## src/rtl/number_sprite_renderer_pkg.sv

```systemverilog
// rtl/number_sprite_renderer_pkg.sv - shared constants and helpers for the digit sprite renderer
package number_render_pkg;

    localparam int BCD_W        = 4;
    localparam int GLYPH_COUNT  = 10;
    localparam int COLOUR_W     = 12;
    localparam int VGA_ACTIVE_W = 640;
    localparam int VGA_ACTIVE_H = 480;
    // One spare bit over the 10-bit screen coordinate so a negative offset wraps far out of range.
    localparam int COORD_W      = 11;

    function automatic int glyph_stride(input int glyph_w, input int glyph_h);
        return glyph_w * glyph_h;
    endfunction

endpackage

```

## src/rtl/number_sprite_renderer_if.sv

```systemverilog
// rtl/number_sprite_renderer_if.sv - pixel stream, sync and glyph memory signals of the renderer
interface number_sprite_renderer_if #(
    parameter int ROM_ADDR_WIDTH = 16
);
    import number_render_pkg::*;

    logic [9:0]                ADDRH;
    logic [9:0]                ADDRV;
    logic                      DISP_EN_IN;
    logic                      HS_IN;
    logic                      VS_IN;
    logic [COLOUR_W-1:0]       COLOUR_OUT;
    logic                      DISP_EN_OUT;
    logic                      HS_OUT;
    logic                      VS_OUT;
    logic [ROM_ADDR_WIDTH-1:0] ROM_ADDR;
    logic                      ROM_DATA;

    // master: sync generator plus glyph memory side; slave: the renderer
    modport master (
        output ADDRH, ADDRV, DISP_EN_IN, HS_IN, VS_IN, ROM_DATA,
        input  COLOUR_OUT, DISP_EN_OUT, HS_OUT, VS_OUT, ROM_ADDR
    );

    modport slave (
        input  ADDRH, ADDRV, DISP_EN_IN, HS_IN, VS_IN, ROM_DATA,
        output COLOUR_OUT, DISP_EN_OUT, HS_OUT, VS_OUT, ROM_ADDR
    );

endinterface

```

## src/rtl/number_sprite_renderer_digit_locator.sv

```systemverilog
// rtl/number_sprite_renderer_digit_locator.sv - maps a box-relative pixel to digit index, column and in-box flag
module digit_locator
    import number_render_pkg::*;
#(
    parameter int GLYPH_W    = 62,
    parameter int GLYPH_H    = 87,
    parameter int NUM_DIGITS = 4,
    parameter int K_W        = 2
) (
    input  logic [COORD_W-1:0] dx,
    input  logic [COORD_W-1:0] dy,
    input  logic               disp_en,
    output logic [K_W-1:0]     k,
    output logic [COORD_W-1:0] col,
    output logic               in_box
);

    // Every digit boundary is compared in parallel; the highest boundary passed wins.
    always_comb begin
        k      = '0;
        col    = dx;
        for (int i = 1; i < NUM_DIGITS; i++) begin
            if (dx >= COORD_W'(i * GLYPH_W)) begin
                k   = K_W'(i);
                col = dx - COORD_W'(i * GLYPH_W);
            end
        end
        in_box = disp_en
              && (dx < COORD_W'(NUM_DIGITS * GLYPH_W))
              && (dy < COORD_W'(GLYPH_H));
    end

endmodule

```

## src/rtl/number_sprite_renderer.sv

```systemverilog
// rtl/number_sprite_renderer.sv - renders a row of BCD digit glyphs; NUMBER_RENDER_LEADING_ZERO_BLANK_EN blanks leading zeros
module number_sprite_renderer
    import number_render_pkg::*;
#(
    parameter int GLYPH_W        = 62,
    parameter int GLYPH_H        = 87,
    parameter int NUM_DIGITS     = 4,
    parameter int ORIGIN_X       = 160,
    parameter int ORIGIN_Y       = 196,
    parameter int ROM_ADDR_WIDTH = 16
) (
    input  logic                          CLK,
    input  logic                          RESET,
    number_sprite_renderer_if.slave       vid,
    input  logic                          FRAME_START,
    input  logic [BCD_W*NUM_DIGITS-1:0]   VALUE_IN,
    input  logic [COLOUR_W-1:0]           FG_COLOUR,
    input  logic [COLOUR_W-1:0]           BG_COLOUR
);

    localparam int K_W    = (NUM_DIGITS > 1) ? $clog2(NUM_DIGITS) : 1;
    localparam int STRIDE = glyph_stride(GLYPH_W, GLYPH_H);

    logic [BCD_W*NUM_DIGITS-1:0] disp_value;
    logic [COORD_W-1:0]          dx;
    logic [COORD_W-1:0]          dy;
    logic [K_W-1:0]              loc_k;
    logic [COORD_W-1:0]          loc_col;
    logic                        loc_in_box;
    logic [BCD_W-1:0]            glyph;
    logic                        blank_hit;
    logic                        valid_glyph;
    logic [ROM_ADDR_WIDTH-1:0]   addr_next;

    logic [ROM_ADDR_WIDTH-1:0]   rom_addr_q;
    logic                        valid_glyph_d;
    logic [1:0]                  de_d;
    logic [1:0]                  hs_d;
    logic [1:0]                  vs_d;
    logic [COLOUR_W-1:0]         colour_q;

    // Offsets wrap to large values when the pixel lies left of or above the box.
    assign dx = COORD_W'(vid.ADDRH) - COORD_W'(ORIGIN_X);
    assign dy = COORD_W'(vid.ADDRV) - COORD_W'(ORIGIN_Y);

    digit_locator #(
        .GLYPH_W    (GLYPH_W),
        .GLYPH_H    (GLYPH_H),
        .NUM_DIGITS (NUM_DIGITS),
        .K_W        (K_W)
    ) u_digit_locator (
        .dx      (dx),
        .dy      (dy),
        .disp_en (vid.DISP_EN_IN),
        .k       (loc_k),
        .col     (loc_col),
        .in_box  (loc_in_box)
    );

    // Digit 0 sits in the most significant nibble.
    always_comb begin
        glyph = '0;
        for (int i = 0; i < NUM_DIGITS; i++) begin
            if (loc_k == K_W'(i)) begin
                glyph = disp_value[BCD_W*(NUM_DIGITS-1-i) +: BCD_W];
            end
        end
    end

`ifdef NUMBER_RENDER_LEADING_ZERO_BLANK_EN
    logic [NUM_DIGITS-1:0] blank_mask;
    logic [NUM_DIGITS-1:0] blank_mask_next;
    logic                  lead_zero;

    // A digit is blanked while it and everything to its left is zero; the last digit always shows.
    always_comb begin
        blank_mask_next = '0;
        lead_zero       = 1'b1;
        for (int i = 0; i < NUM_DIGITS - 1; i++) begin
            lead_zero          = lead_zero && (VALUE_IN[BCD_W*(NUM_DIGITS-1-i) +: BCD_W] == '0);
            blank_mask_next[i] = lead_zero;
        end
    end

    always_ff @(posedge CLK) begin
        if (RESET) begin
            blank_mask <= NUM_DIGITS'((1 << (NUM_DIGITS - 1)) - 1);
        end else if (FRAME_START) begin
            blank_mask <= blank_mask_next;
        end
    end

    always_comb begin
        blank_hit = 1'b0;
        for (int i = 0; i < NUM_DIGITS; i++) begin
            if (loc_k == K_W'(i)) begin
                blank_hit = blank_mask[i];
            end
        end
    end
`else
    assign blank_hit = 1'b0;
`endif

    assign valid_glyph = loc_in_box && (glyph <= BCD_W'(GLYPH_COUNT - 1)) && !blank_hit;

    assign addr_next = ROM_ADDR_WIDTH'(glyph) * ROM_ADDR_WIDTH'(STRIDE)
                     + ROM_ADDR_WIDTH'(dy)    * ROM_ADDR_WIDTH'(GLYPH_W)
                     + ROM_ADDR_WIDTH'(loc_col);

    always_ff @(posedge CLK) begin
        if (RESET) begin
            disp_value    <= '0;
            rom_addr_q    <= '0;
            valid_glyph_d <= 1'b0;
            de_d          <= 2'b00;
            hs_d          <= 2'b11;
            vs_d          <= 2'b11;
            colour_q      <= '0;
        end else begin
            if (FRAME_START) begin
                disp_value <= VALUE_IN;
            end
            // Holding the address when idle keeps the memory port quiet outside the glyphs.
            if (valid_glyph) begin
                rom_addr_q <= addr_next;
            end
            valid_glyph_d <= valid_glyph;
            de_d          <= {de_d[0], vid.DISP_EN_IN};
            hs_d          <= {hs_d[0], vid.HS_IN};
            vs_d          <= {vs_d[0], vid.VS_IN};
            if (!de_d[0]) begin
                colour_q <= '0;
            end else if (valid_glyph_d && vid.ROM_DATA) begin
                colour_q <= FG_COLOUR;
            end else begin
                colour_q <= BG_COLOUR;
            end
        end
    end

    assign vid.ROM_ADDR    = rom_addr_q;
    assign vid.COLOUR_OUT  = colour_q;
    assign vid.DISP_EN_OUT = de_d[1];
    assign vid.HS_OUT      = hs_d[1];
    assign vid.VS_OUT      = vs_d[1];

endmodule

```

## src/flat_wrapper.sv

```systemverilog
// flat-port wrapper written by rule: the top's interface ports become plain ports
module number_sprite_renderer_flat import number_render_pkg::*;
#(
    parameter int GLYPH_W        = 62,
    parameter int GLYPH_H        = 87,
    parameter int NUM_DIGITS     = 4,
    parameter int ORIGIN_X       = 160,
    parameter int ORIGIN_Y       = 196,
    parameter int ROM_ADDR_WIDTH = 16
)
  (CLK, RESET, FRAME_START, VALUE_IN, FG_COLOUR, BG_COLOUR, vid_ADDRH, vid_ADDRV, vid_DISP_EN_IN, vid_HS_IN, vid_VS_IN, vid_ROM_DATA, vid_COLOUR_OUT, vid_DISP_EN_OUT, vid_HS_OUT, vid_VS_OUT, vid_ROM_ADDR);
  number_sprite_renderer_if #(.ROM_ADDR_WIDTH(ROM_ADDR_WIDTH)) vid_i ();
  input  logic CLK;
  input  logic RESET;
  input  logic FRAME_START;
  input  logic [BCD_W*NUM_DIGITS-1:0] VALUE_IN;
  input  logic [COLOUR_W-1:0] FG_COLOUR;
  input  logic [COLOUR_W-1:0] BG_COLOUR;
  input wire logic [$bits(vid_i.ADDRH)-1:0] vid_ADDRH;
  input wire logic [$bits(vid_i.ADDRV)-1:0] vid_ADDRV;
  input wire logic [$bits(vid_i.DISP_EN_IN)-1:0] vid_DISP_EN_IN;
  input wire logic [$bits(vid_i.HS_IN)-1:0] vid_HS_IN;
  input wire logic [$bits(vid_i.VS_IN)-1:0] vid_VS_IN;
  input wire logic [$bits(vid_i.ROM_DATA)-1:0] vid_ROM_DATA;
  output wire logic [$bits(vid_i.COLOUR_OUT)-1:0] vid_COLOUR_OUT;
  output wire logic [$bits(vid_i.DISP_EN_OUT)-1:0] vid_DISP_EN_OUT;
  output wire logic [$bits(vid_i.HS_OUT)-1:0] vid_HS_OUT;
  output wire logic [$bits(vid_i.VS_OUT)-1:0] vid_VS_OUT;
  output wire logic [$bits(vid_i.ROM_ADDR)-1:0] vid_ROM_ADDR;
  assign vid_i.ADDRH = vid_ADDRH;
  assign vid_i.ADDRV = vid_ADDRV;
  assign vid_i.DISP_EN_IN = vid_DISP_EN_IN;
  assign vid_i.HS_IN = vid_HS_IN;
  assign vid_i.VS_IN = vid_VS_IN;
  assign vid_i.ROM_DATA = vid_ROM_DATA;
  assign vid_COLOUR_OUT = vid_i.COLOUR_OUT;
  assign vid_DISP_EN_OUT = vid_i.DISP_EN_OUT;
  assign vid_HS_OUT = vid_i.HS_OUT;
  assign vid_VS_OUT = vid_i.VS_OUT;
  assign vid_ROM_ADDR = vid_i.ROM_ADDR;
  number_sprite_renderer #(.GLYPH_W(GLYPH_W), .GLYPH_H(GLYPH_H), .NUM_DIGITS(NUM_DIGITS), .ORIGIN_X(ORIGIN_X), .ORIGIN_Y(ORIGIN_Y), .ROM_ADDR_WIDTH(ROM_ADDR_WIDTH)) u_core (.CLK(CLK), .RESET(RESET), .vid(vid_i), .FRAME_START(FRAME_START), .VALUE_IN(VALUE_IN), .FG_COLOUR(FG_COLOUR), .BG_COLOUR(BG_COLOUR));
endmodule
```

## config.mk

```make
export PLATFORM = sky130hd
export DESIGN_NAME = number_sprite_renderer_flat
export DESIGN_NICKNAME = d
export VERILOG_FILES = /design/src/rtl/number_sprite_renderer_pkg.sv /design/src/rtl/number_sprite_renderer_if.sv /design/src/rtl/number_sprite_renderer_digit_locator.sv /design/src/rtl/number_sprite_renderer.sv /design/src/flat_wrapper.sv
export SDC_FILE = /design/constraint.sdc
export NUM_CORES = 1
export LEC_CHECK = 0
export ABC_AREA = 1
export CAP_MARGIN = 10
export CORE_ASPECT_RATIO = 1.25
export CORE_MARGIN = 4
export CORE_UTILIZATION = 30
export CTS_BUF_LIST = sky130_fd_sc_hd__clkbuf_8
export DETAILED_ROUTE_END_ITERATION = 12
export PLACE_DENSITY = 0.55
export SLEW_MARGIN = 20
export SYNTH_ARGS = -nofsm -noshare
export SYNTH_HDL_FRONTEND = slang
export SYNTH_HIERARCHICAL = 1
export SYNTH_SLANG_ARGS = --single-unit
```

## constraint.sdc

```tcl
create_clock -name CLK -period 8.7 [get_ports CLK]
set_clock_uncertainty 0.2 [all_clocks]
set_input_delay 1.74 -clock CLK [delete_from_list [all_inputs] [get_ports CLK]]
set_output_delay 1.74 -clock CLK [all_outputs]
set_load 0.01 [all_outputs]
```

==> impl_metrics.tcl, run 1 <==
set metrics [dict create \
    route.vias.total 5240 \
    hp-start "u_core/vs_d[0]$_SDFF_PP1_" \
    gp_congestion 0.886 \
    fp.coreArea_um2 18700 \
    die_area_um2 21300 \
    yosysTopAreaCell "dfxtp_1" \
    p_per_area_nw_per_um2 338 \
    top_layer "met4" \
    cp_slowest_cell "clkdlybuf4s50_1" \
    cp_max_fo 10 \
    ff2ff_path_depth 18 \
    cts_sinks 51 \
    ys_ff_latch 51 \
    synth.area.mux_share_pct 0 \
    critPathCapture "u_core/vid.ROM_ADDR[14]$_SDFFE_PP0P_" \
    rows 56 \
    die-height_um 162 \
    crit_cells 33 \
    dr_wl_met2_um 6990 \
    tns_ps 0 \
    ys_types 45 \
    cts_tree "built" \
    p_leak_uw 0.00343 \
    routedWlPerCell_um 12.8 \
    startpoint "vid_ADDRH[5]" \
    syn_nets 977 \
    remaining_drc_errors 0 \
    gr-total-overflow 0 \
    die_x_um 131 \
    holdCritPathClass "reg -> reg" \
    grt_setup_unrepaired "no" \
    placed_area_um2 6890 \
    drt_pass1_iterations 4 \
    synth_top_area_share_pct 17.9 \
    crit_path_max_incr_delay_ps 470 \
    ys_warn_count 6 \
    end_kind "flip-flop" \
    yosys.area_share.simple_pct 27.4 \
    cap_violations 0 \
    synth_top_family_by_area "simple AND/OR/NAND/NOR gates" \
    period_share_pct 90.7 \
    start_util_pct 30.5 \
    fin_crit_ps 7890 \
    num_io_pins 98 \
    drtIter0Drc 242 \
    wl_met1_um 6910 \
    grt_pass1_vias 5163 \
    clock.fmax_ghz 0.127 \
    outcome "finished clean" \
    port-buffer-count 97 \
    r2r-end "u_core/vid.ROM_ADDR[14]$_SDFFE_PP0P_" \
    final_area_um2 6990 \
    arrival_ps 7900 \
    wl_met3_um 460 \
    synth_fa_ha_area_share_pct 22.9 \
    drv_slew 0 \
    vdd.ir_drop.worst_mv 0.227 \
    avgSynthCellArea_um2 6.94 \
    path_delay_family "simple AND/OR/NAND/NOR gates" \
    wirelength_um 14700 \
    viasPerCell 4.58 \
    syn_inst 823 \
    reg2reg_slack_ps 4510 \
    hpwl_um 12400 \
    cts-root-buf "clkbuf_8" \
    crit_required_ps 8710 \
    synthTopCellsByArea "dfxtp_1 18%, ha_1 13%, nand2_1 11%, fa_1 10%, inv_1 8.6%" \
    antennaDiodeCount 0 \
    clock_latency_ps 310 \
    grt_max_degree 32 \
    synthXorXnorAreaFrac_pct 8.72 \
    post_cts_buffers 0 \
    ctsLongestPathBuffers 2 \
    finalHoldViolCount 0 \
    nets 1066 \
    grtUsageTotal_pct 13.8 \
    r2r_start "u_core/disp_value[5]$_SDFFE_PP0P_" \
    area_growth_pct 22.4 \
    drive_above_1_share_pct 5.81 \
    htreeDepth 2 \
    cts_buffers 5 \
    yosysSeqAreaShare_pct 17.9 \
    cts.clk_slew.worst_paths_ps 90 \
    antenna_found_initial 0 \
    synth_compound_area_share_pct 11.9 \
    ctsHoldBuffers 0 \
    worstSetupPathType "in -> reg" \
    crit_path_start_kind "primary input" \
    path_buf_inv 6 \
    power_uw 2360 \
    drt.antenna.violating_nets 0 \
    finalSetupViolCount 0 \
    slew_headroom_pct 45.4 \
    tightest_slew_ps 818 \
    grt_pass1_wl_um 24800 \
    synth_area_um2 5710 \
    cts_resized 0 \
]
sequential cells by signal, indices dropped and copies added (netlist names):
name and flops:
u_core/valid_glyph_d 1, u_core/de_d 2, u_core/hs_d 2, u_core/vid.COLOUR_OUT 12, u_core/vs_d 2, u_core/disp_value 16, u_core/vid.ROM_ADDR 16
cell type report:
class                   count  area [um2]
multi-input cells         613        4050
repair buffers             99         986
clock inverters             1        7.51
inverters                 142         542
clock buffers               7        96.3
fillers                  2033       11700
flip-flops and latches     51        1020
well taps                 232         290
how the worst min path moves through the flow:
stage	cells after the start	slack, ps	to
after floorplan	1	190	u_core/hs_d[1]$_SDFF_PP1_
after global placement	1	190	u_core/vs_d[1]$_SDFF_PP1_
after detailed placement	1	200	u_core/vs_d[1]$_SDFF_PP1_
after CTS	1	220	u_core/vs_d[1]$_SDFF_PP1_
after global routing	1	230	u_core/vs_d[1]$_SDFF_PP1_
final	1	220	u_core/vs_d[1]$_SDFF_PP1_
metal layers:
layer	vias up	GRT usage (%)
met5	-	0
met4	0	4.15
met3	17	1.67
met2	107	24.9
met1	2346	17.3
li1	2770	-
synthesized netlist by cell type, drive strengths merged:
master	n
nor3	4
o31ai	1
nand4	11
nand2	175
clkbuf	9
a21o	4
o41ai	1
dfxtp	51
xnor2	17
nor4	1
a31o	1
a21oi	33
nand3b	3
o31a	1
clkinv	4
o211ai	2
ha	58
a221oi	2
nand3	48
o21ai	62
o21bai	7
fa	29
or2	5
nor2	104
xor2	39
a31oi	5
buf	8
inv	138
cells in the final DEF, fill, tap and decap left out, drive strengths merged, types with 17 or more instances in the layout:
cell | Yosys | layout
xor2 | 39 | 39
fa | 29 | 29
a21oi | 33 | 33
nand3 | 48 | 48
ha | 58 | 58
clkdlybuf4s50 | 0 | 97
o21ai | 62 | 62
inv | 138 | 138
nand2 | 175 | 175
nor2 | 104 | 104
dfxtp | 51 | 51
xnor2 | 17 | 17
power breakdown:
group	total [uW]	switching [uW]	internal (uW)
Combinational	1960	1170	797
Sequential	245	3.48	242
Clock	153	80.1	72.5
Total	2360	1250	1110
cells by family (layout without fill, tap and decap cells):
family	after synthesis	in the layout
buf+inv	159	249
compound gates	119	119
flops	51	51
xor+xnor	56	56
fa+ha+maj	87	87
simple gates	351	351
stage by stage:
step | setup slack [ps] | instances | hold WS [ps] | util, %
final | 805 | 1145 | 217 | 37.4
after global routing | 196 | 1145 | 233 | 37.4
after CTS | 769 | 1145 | 218 | 37.4
after detailed placement | 447 | 1137 | 195 | 36.8
after global placement | 449 | 1137 | 193 | 36.8
after floorplan | 1880 | 823 | 189 | -
(Power assumes the default switching activity.)
==> run 2, diff against run 1 <==
--- a/config.mk
+++ b/config.mk
@@ -6,7 +6,7 @@
 export NUM_CORES = 1
 export LEC_CHECK = 0
 export ABC_AREA = 1
-export CAP_MARGIN = 10
+export CAP_MARGIN = 20
 export CORE_ASPECT_RATIO = 1.25
 export CORE_MARGIN = 4
 export CORE_UTILIZATION = 30
==> results of run 2 <==
Same layout as run 1: the final DEF is identical, and so are final timing and power.
